## config.mk

```make
export PLATFORM = sky130hd
export DESIGN_NAME = botao_pedestre_flat
export DESIGN_NICKNAME = d
export VERILOG_FILES = /design/src/rtl/semaforo_pkg.sv /design/src/rtl/botao_pedestre_if.sv /design/src/rtl/debounce_botao.sv /design/src/rtl/botao_pedestre.sv /design/src/flat_wrapper.sv
export SDC_FILE = /design/constraint.sdc
export NUM_CORES = 1
export LEC_CHECK = 0
export CORE_UTILIZATION = 66
export DETAILED_ROUTE_END_ITERATION = 8
export DONT_BUFFER_PORTS = 1
export GPL_TIMING_DRIVEN = 0
export PLACE_DENSITY = 0.91
export SLEW_MARGIN = 20
export SYNTH_ARGS = -nofsm -noshare
export SYNTH_HDL_FRONTEND = slang
export SYNTH_HIERARCHICAL = 1
export SYNTH_SLANG_ARGS = --single-unit
```

## constraint.sdc

```tcl
create_clock -name clk -period 3.4 [get_ports clk]
set_input_delay 0.34 -clock clk [delete_from_list [all_inputs] [get_ports clk]]
set_output_delay 0.34 -clock clk [all_outputs]
set_load 0.01 [all_outputs]
```

## src/rtl/semaforo_pkg.sv

```systemverilog
// ---------------------------------------------------------------------------
// semaforo_pkg
//   Shared definitions for the traffic-light controller and the pedestrian
//   button conditioner that sits in front of it.
//   - Light codes for the one-hot light buses {vermelho, amarelo, verde}.
//   - Pedestrian-request FSM state encoding (2 bits).
//   - Phase duration constants, in clock cycles, used by the light controller.
//   - is_red(): exact match on the red code. Any non-one-hot value is "not red".
// ---------------------------------------------------------------------------
package semaforo_pkg;

    // One-hot light codes {vermelho, amarelo, verde}
    localparam logic [2:0] LUZ_VERDE    = 3'b001;
    localparam logic [2:0] LUZ_AMARELO  = 3'b010;
    localparam logic [2:0] LUZ_VERMELHO = 3'b100;

    // Phase durations, in clock cycles
    localparam logic [7:0] VERDE    = 8'd10;
    localparam logic [7:0] AMARELO  = 8'd3;
    localparam logic [7:0] VERMELHO = 8'd8;

    // Pedestrian request FSM
    typedef enum logic [1:0] {
        ST_IDLE     = 2'd0,
        ST_PENDING  = 2'd1,
        ST_SERVING  = 2'd2,
        ST_COOLDOWN = 2'd3
    } ped_state_t;

    // Only the exact red code counts as red. Corrupted or multi-hot values are
    // deliberately treated as "not red" so a glitch cannot complete a request.
    function automatic logic is_red(input logic [2:0] luz);
        return (luz == LUZ_VERMELHO);
    endfunction

endpackage

```

## src/rtl/botao_pedestre_if.sv

```systemverilog
// ---------------------------------------------------------------------------
// botao_pedestre_if
//   Signal bundle between the pedestrian button conditioner and its
//   surroundings (button pad, traffic-light controller, observers).
//   btn_raw    : raw asynchronous push-button level, 1 = pressed
//   A          : light A state from the controller, one-hot {R, Y, G}
//   bt         : request level towards the controller
//   pending    : request in flight (PENDING or SERVING)
//   served_cnt : number of served requests, wraps 255 -> 0
//   modport master : environment side (drives button and light A)
//   modport slave  : conditioner side (drives bt, pending, served_cnt)
// ---------------------------------------------------------------------------
interface botao_pedestre_if;

    logic       btn_raw;
    logic [2:0] A;
    logic       bt;
    logic       pending;
    logic [7:0] served_cnt;

    modport master (
        output btn_raw,
        output A,
        input  bt,
        input  pending,
        input  served_cnt
    );

    modport slave (
        input  btn_raw,
        input  A,
        output bt,
        output pending,
        output served_cnt
    );

endinterface

```

## src/rtl/debounce_botao.sv

```systemverilog
// ---------------------------------------------------------------------------
// debounce_botao
//   Two-flop synchroniser followed by a level debouncer. The debounced level
//   only follows the synchronised button after it has differed from the
//   current debounced level for DEB_CYCLES consecutive cycles.
//   Parameters:
//     DEB_CYCLES : stable cycles needed to accept a new level (1..255)
//   Ports:
//     clk        : system clock, rising edge
//     rst        : asynchronous active-low reset
//     i_btn_raw  : raw asynchronous button level
//     o_btn_db   : debounced button level
// ---------------------------------------------------------------------------
module debounce_botao #(
    parameter logic [7:0] DEB_CYCLES = 8'd4
) (
    input  logic clk,
    input  logic rst,
    input  logic i_btn_raw,
    output logic o_btn_db
);

    logic       r_sync1;
    logic       r_btn_s;
    logic       r_btn_db;
    logic [7:0] r_cnt;
    logic [7:0] w_cnt_inc;
    logic       w_differs;
    logic       w_accept;

    assign w_cnt_inc = r_cnt + 8'd1;
    assign w_differs = (r_btn_s != r_btn_db);
    // The counter never actually holds DEB_CYCLES: the level is taken on the
    // cycle the increment would reach it, which keeps the latency at
    // DEB_CYCLES cycles after synchronisation.
    assign w_accept  = w_differs && (w_cnt_inc == DEB_CYCLES);

    always_ff @(posedge clk or negedge rst) begin
        if (!rst) begin
            r_sync1  <= 1'b0;
            r_btn_s  <= 1'b0;
            r_btn_db <= 1'b0;
            r_cnt    <= 8'd0;
        end else begin
            r_sync1 <= i_btn_raw;
            r_btn_s <= r_sync1;
            if (!w_differs) begin
                r_cnt <= 8'd0;
            end else if (w_accept) begin
                r_btn_db <= r_btn_s;
                r_cnt    <= 8'd0;
            end else begin
                r_cnt <= w_cnt_inc;
            end
        end
    end

    assign o_btn_db = r_btn_db;

endmodule

```

## src/rtl/botao_pedestre.sv

```systemverilog
// ---------------------------------------------------------------------------
// botao_pedestre
//   Pedestrian button conditioner in front of the traffic-light controller.
//   A debounced rising edge of the button raises a held request on bt. The
//   request is served once light A is seen red; after A leaves red a cooldown
//   window rejects further presses. Served requests are counted.
//   Parameters:
//     DEB_CYCLES : debounce length in cycles (1..255)
//     COOLDOWN   : cycles after A leaves red during which presses are ignored
//                  (0..255); the cooldown state lasts COOLDOWN+1 cycles
//   Ports:
//     clk : system clock, rising edge
//     rst : asynchronous active-low reset, clears all state
//     bus : botao_pedestre_if.slave (btn_raw, A in; bt, pending,
//           served_cnt out)
// ---------------------------------------------------------------------------
module botao_pedestre
    import semaforo_pkg::*;
#(
    parameter logic [7:0] DEB_CYCLES = 8'd4,
    parameter logic [7:0] COOLDOWN   = 8'd6
) (
    input  logic                  clk,
    input  logic                  rst,
    botao_pedestre_if.slave       bus
);

    ped_state_t r_state;
    ped_state_t w_next;

    logic       w_btn_db;
    logic       r_btn_db_q;
    logic       w_press;
    logic       w_red;
    logic [7:0] r_cd_cnt;
    logic [7:0] r_served;
    logic       w_serve;
    logic       w_cd_load;
    logic       w_cd_dec;

    debounce_botao #(
        .DEB_CYCLES (DEB_CYCLES)
    ) u_deb (
        .clk       (clk),
        .rst       (rst),
        .i_btn_raw (bus.btn_raw),
        .o_btn_db  (w_btn_db)
    );

    // Rising edge of the debounced level only; releases are not events.
    assign w_press = w_btn_db & ~r_btn_db_q;
    assign w_red   = is_red(bus.A);

    // State register
    always_ff @(posedge clk or negedge rst) begin
        if (!rst) begin
            r_state <= ST_IDLE;
        end else begin
            r_state <= w_next;
        end
    end

    // Next state and transition strobes. Presses outside IDLE are dropped
    // simply by not being looked at.
    always_comb begin
        w_next    = r_state;
        w_serve   = 1'b0;
        w_cd_load = 1'b0;
        w_cd_dec  = 1'b0;
        case (r_state)
            ST_IDLE: begin
                if (w_press) begin
                    w_next = ST_PENDING;
                end
            end
            ST_PENDING: begin
                if (w_red) begin
                    w_next  = ST_SERVING;
                    w_serve = 1'b1;
                end
            end
            ST_SERVING: begin
                if (!w_red) begin
                    w_next    = ST_COOLDOWN;
                    w_cd_load = 1'b1;
                end
            end
            ST_COOLDOWN: begin
                if (r_cd_cnt == 8'd0) begin
                    w_next = ST_IDLE;
                end else begin
                    w_cd_dec = 1'b1;
                end
            end
            default: begin
                w_next = ST_IDLE;
            end
        endcase
    end

    // Edge-detect delay, cooldown counter and served counter
    always_ff @(posedge clk or negedge rst) begin
        if (!rst) begin
            r_btn_db_q <= 1'b0;
            r_cd_cnt   <= 8'd0;
            r_served   <= 8'd0;
        end else begin
            r_btn_db_q <= w_btn_db;
            if (w_cd_load) begin
                r_cd_cnt <= COOLDOWN;
            end else if (w_cd_dec) begin
                r_cd_cnt <= r_cd_cnt - 8'd1;
            end
            if (w_serve) begin
                // Free-running wrap at 255 -> 0
                r_served <= r_served + 8'd1;
            end
        end
    end

    // Outputs decoded straight from the state register, no extra flop
    assign bus.bt         = (r_state == ST_PENDING);
    assign bus.pending    = (r_state == ST_PENDING) || (r_state == ST_SERVING);
    assign bus.served_cnt = r_served;

endmodule

```

## src/flat_wrapper.sv

```systemverilog
// flat-port wrapper written by rule: the top's interface ports become plain ports
module botao_pedestre_flat import semaforo_pkg::*;
#(
    parameter logic [7:0] DEB_CYCLES = 8'd4,
    parameter logic [7:0] COOLDOWN   = 8'd6
)
  (clk, rst, bus_btn_raw, bus_A, bus_bt, bus_pending, bus_served_cnt);
  botao_pedestre_if bus_i ();
  input  logic clk;
  input  logic rst;
  input wire logic [$bits(bus_i.btn_raw)-1:0] bus_btn_raw;
  input wire logic [$bits(bus_i.A)-1:0] bus_A;
  output wire logic [$bits(bus_i.bt)-1:0] bus_bt;
  output wire logic [$bits(bus_i.pending)-1:0] bus_pending;
  output wire logic [$bits(bus_i.served_cnt)-1:0] bus_served_cnt;
  assign bus_i.btn_raw = bus_btn_raw;
  assign bus_i.A = bus_A;
  assign bus_bt = bus_i.bt;
  assign bus_pending = bus_i.pending;
  assign bus_served_cnt = bus_i.served_cnt;
  botao_pedestre #(.DEB_CYCLES(DEB_CYCLES), .COOLDOWN(COOLDOWN)) u_core (.clk(clk), .rst(rst), .bus(bus_i));
endmodule
```

* Word-level counts from Yosys, hierarchy flattened *
Cells that the tools add are included.

storage, ports and cells
  flip-flop bits (word level) = 30
  bits in latches = 0
  RAM bits = 0
  memory bits (read-only) = 0
  bits of input ports = 6
  output and inout bits = 10
  word-level logic and storage cells = 45
  memories kept = 0

cells by class
  add/sub/neg operators = 3
  multiply operators = 0
  div/mod/pow operators = 0
  $lt $le $gt $ge = 0
  equal/unequal tests = 10
  shift operators = 0
  mux-type cells = 15
  bitwise operators = 2
  reductions and logical operators = 7

operators by type and width
  cell                                                                     number
  8-bit 2-to-1 mux                                                         4
  8-bit by 1-bit adder with 8-bit output, second input constant            2
  8-bit by 3-bit equality test with 1-bit output, second input constant    1
  8-bit logical NOT                                                        1
  2-bit 2-to-1 mux                                                         4
  2-bit case mux with 4 select lines                                       1
  8-bit by 1-bit subtractor with 8-bit output, second input constant       1
  1-bit 2-to-1 mux                                                         6
  2-bit by 1-bit inequality test with 1-bit output, second input constant  3
  2-bit equality test, second input constant                               2
  4-bit AND reduction                                                      1
  3-bit equality test, second input constant                               1
  2-bit by 1-bit equality test with 1-bit output, second input constant    1
  2-bit logical NOT                                                        1
  2-bit inequality test, second input constant                             1
  2-bit AND reduction                                                      1
  2-bit nonzero test                                                       1
  1-bit bitwise AND                                                        1
  1-bit logical AND                                                        1
  1-bit logical OR                                                         1
  1-bit inequality test                                                    1
  1-bit NOT                                                                1

* Depth between registers and ports, before layout *
  depth in word-level cells = 5
  mapped depth = 6
  depth with buffers taken out = 6

* Modules after synthesis *
The synthesis kept the hierarchy.

modules (own cells, without submodules)
  module          times used  cells each  area each (um2)  seq. area each (um2)
  botao_pedestre  1           89          1011.0           475.5
  debounce_botao  1           44          505.5            275.3

* Least setup slack after synthesis *
No wires, ideal clock.

  kind = register to register
  start point = reg u_core.r_cd_cnt[0]
  end point = reg u_core.r_state[1]
  library setup time = 0.125 ns
  data arrival time = 1.689 ns
  required time = 3.275 ns
  slack = 1.585 ns
  stages on the path, launching flop included = 7
  buffers on the path = 0
  period minus slack after synthesis = 1.815 ns
  path through = dfrtp_1 > inv_1 > ha_1 > or3b_2 > o21ai_4 > nand3_2 > mux2_4

between the ends
  word-level cells in the longest chain between the ends = 3

ends and longest elaborated chain
  what                                                        RTL line               text
  start: declaration                                          botao_pedestre.sv:35   logic [7:0] r_cd_cnt;
  start signal: assignment                                    botao_pedestre.sv:112  r_cd_cnt <= r_cd_cnt - 8'd1;
  8-bit logical NOT                                           botao_pedestre.sv:89   if (r_cd_cnt == 8'd0) begin
  2-bit by 1-bit inequality test with 1-bit output (no line)  n/a
  4-bit AND reduction (no line)                               n/a
  end signal: assignment                                      botao_pedestre.sv:59   r_state <= w_next;
  end: declaration                                            botao_pedestre.sv:28   ped_state_t r_state;

No other way between the ends.
A chain may end at the register's enable or synchronous reset.

* Worst setup path after layout *
Same ends and word-level chain as after synthesis.

==> results.sh <==
export IMPL_start_util_pct=73.54
export IMPL_core_sq_um=2062
export IMPL_r2r_setup_slack_ns=1.42
export IMPL_hpwl_um=1936
export IMPL_clk_latency_ns=0.33
export IMPL_grt_usage_pct=24.95
export IMPL_setup_viol=0
export IMPL_cp_required_ns=3.61
export IMPL_whs_ns=0.04575
export IMPL_tightestPinTransition_ns=0.6802
export IMPL_syn_avg_cell_area_sq_um=11.40
export IMPL_skew_ns=0.01066
export IMPL_ant_nets=0
export IMPL_syn_area_sq_um=1516
export IMPL_clockBufferDepth=2
export IMPL_post_place_ws_ns=1.452
export IMPL_synth_compound_area_share_pct=6.023
export IMPL_h_tree_depth=2
export IMPL_yosys_area_share_adder_pct=8.251
export IMPL_synth_mux_area_share_pct=4.455
export IMPL_grt_overflow_total=0
export IMPL_dp_cells=160
export IMPL_ys_top_cells_by_count="dfrtp_1, nor2_1, ha_1"
export IMPL_die_y_um=49.94
export IMPL_instances_no_fill=168
export IMPL_cts_setup_buffers=0
export IMPL_die_w_um=49.94
export IMPL_power_uw=1179
export IMPL_area_growth_pct=7.590
export IMPL_rsz0062_at_grt="no"
export IMPL_cp_arrival_ns=2.20
export IMPL_hold_depth=0
export IMPL_ys_types=38
export IMPL_synth_top_family_by_area="simple AND/OR/NAND/NOR gates"
export IMPL_synthSimpleGateAreaFrac_pct=18.81
export IMPL_synth_edf_count=0
export IMPL_drive_gt1_share_pct=14.18
export IMPL_yosys_area_top_type="dfrtp_1"
export IMPL_tritoncts_num_buffers=5
export IMPL_hp_start="bus_btn_raw"
export IMPL_cts_resized_gates=0
export IMPL_grt_max_degree=31
export IMPL_cts_hold_fix_buffers=2
export IMPL_slew_violations=0
export IMPL_ys_async_sr_fraction_pct=100.0
export IMPL_slew_headroom_pct=54.33
export IMPL_r2r_start="u_core/r_cd_cnt[0]"
export IMPL_ys_top_cells_by_area="dfrtp_1, ha_1, xnor2_1"
export IMPL_setup_ws_ns=1.419
export IMPL_ys_ff_latch=30
export IMPL_cts_tree="built"
export IMPL_drt_iter0_drc=11
export IMPL_fin_setup_tns_ns=0
export IMPL_synth_xor_area_share_pct=11.47
export IMPL_fin_nets=158
export IMPL_wl_um=2658
export IMPL_worstHoldPathType="in -> reg"
export IMPL_antenna_found_initial=0
export IMPL_p_leak_uw=0.0007644
export IMPL_grt_pass1_vias=1045
export IMPL_rr_worst_depth=6
export IMPL_grt_pass1_wl_um=4443
export IMPL_period_needed_ns=1.981
export IMPL_r2r_end="u_core/r_state[1]"
export IMPL_path_clk_slew_ns=0.09
export IMPL_synth_fp_nets=149
export IMPL_ys_flop_type="dfrtp_1"
export IMPL_die_area_sq_um=2494
export IMPL_p_per_area_nw_per_um2=722.4
export IMPL_synth_top_area_share_pct=49.50
export IMPL_critPathLaunchType="register"
export IMPL_vias_per_cell=5.881
export IMPL_fin_crit_sh_pct=58.26
export IMPL_syn_inst=133
export IMPL_clock_fmax_mhz=504.8
export IMPL_wire_per_inst_um=15.82
export IMPL_portBuffers=0
export IMPL_num_rows=16
export IMPL_yosysWarnings=6
export IMPL_route_detailed_drc=0
export IMPL_max_cap_violations=0
export IMPL_ios=16
export IMPL_finalHoldViolations=0
export IMPL_vias=988
export IMPL_place_congestion=0.8817
export IMPL_hold_path_end="u_core/u_deb/r_sync1"
export IMPL_cts_root_buf="clkbuf_4"
export IMPL_cp_end_kind="register"
export IMPL_synth_seq_area_share_pct=49.50
export IMPL_antenna_diode_count=0
export IMPL_vdd_drop_max_mv=0.6351
export IMPL_cp_max_fo=4
export IMPL_cts_sinks=30
export IMPL_dr_pass1_iters=4
export IMPL_status="finished, final reports clean"
export IMPL_worstSetupPathType="reg -> reg"
export IMPL_synth_most_common_cell="dfrtp_1"
[worst max-delay path by stage]
stage	start	to	slack (ns)	depth (start not counted)
after detailed placement	u_core/r_cd_cnt[0]	u_core/r_state[1]	1.45	6
after CTS	u_core/r_cd_cnt[0]	u_core/r_state[1]	1.43	6
after global routing	u_core/u_deb/r_cnt[0]	u_core/u_deb/o_btn_db	1.30	6
after global placement	u_core/r_cd_cnt[0]	u_core/r_state[1]	1.51	6
after floorplan	u_core/r_cd_cnt[0]	u_core/r_state[1]	1.59	6
final	u_core/r_cd_cnt[0]	u_core/r_state[1]	1.42	6
[cells in the final DEF, fill, tap and decap left out, types with 2 or more instances in the layout]
cell type and instances:
ha_1 10, nor3_1 3, and3_1 2, or3_1 2, xor2_1 9, xnor2_1 9
nand2_1 7, o21ai_0 3, nor2_1 15, mux2i_1 3, o211ai_1 2, nand4_1 6
nand3_1 3, dfrtp_1 30, inv_1 5, nor3b_1 2, clkbuf_4 5
[metal layers]
metal  vias to the layer above  wire, um  GRT usage (%)
li1                        472         -              -
met1                       487      1125          27.33
met2                        23      1387          42.79
met3                         6       101          7.716
met4                         0        43          13.33
met5                         -         0              0
[per-stage QoR]
stage	utilization, %	area (sq um)
5_1_grt	79.13	1632
4_1_cts	79.13	1632
2_1_floorplan	-	1516
3_5_place_dp	75.18	1550
6_report	79.13	1632
3_3_place_gp	75.18	1550
[registers in the layout, indices dropped and copies added, names as in the netlist]
| name | flops |
|---|---|
| u_core/r_btn_db_q | 1 |
| u_core/u_deb/o_btn_db | 1 |
| u_core/u_deb/r_btn_s | 1 |
| u_core/r_cd_cnt | 8 |
| u_core/u_deb/r_cnt | 8 |
| u_core/r_state | 2 |
| u_core/u_deb/r_sync1 | 1 |
| u_core/bus.served_cnt | 8 |
[critical path: stages, from the launching register on]
cell and delay [ns]:
dfrtp_1 0.39, inv_1 0.12, ha_1 0.20, or3b_2 0.53, o21ai_4 0.21, nand3_2 0.12
mux2_4 0.31
[power breakdown]
group          internal, uW  leakage, uW  total [uW]  switching, uW
combinational           203     0.000340         435            232
clock                  92.9    0.0000302         204            111
sequential              442     0.000394         539           97.6
[area by class of cell]
class / instances / area (sq um)
repair buffers: 2 / 30.03
clock buffers: 6 / 51.30
fillers: 127 / 430.4
inverters: 5 / 18.77
well taps: 27 / 33.78
plain buffers: 1 / 3.754
multi-input cells: 97 / 743.2
flip-flops and latches: 30 / 750.7
[cells by family (layout without fill, tap and decap cells)]
kind of cell,after synthesis,after routing
XOR/XNOR,19,19
AO/OA/AOI/OAI,11,11
adder cells (fa/ha/maj),10,10
flip-flops,30,30
buffers and inverters,6,14
multiplexers,6,6
AND/OR/NAND/NOR,51,51
Power figures use the tool's default switching activity.
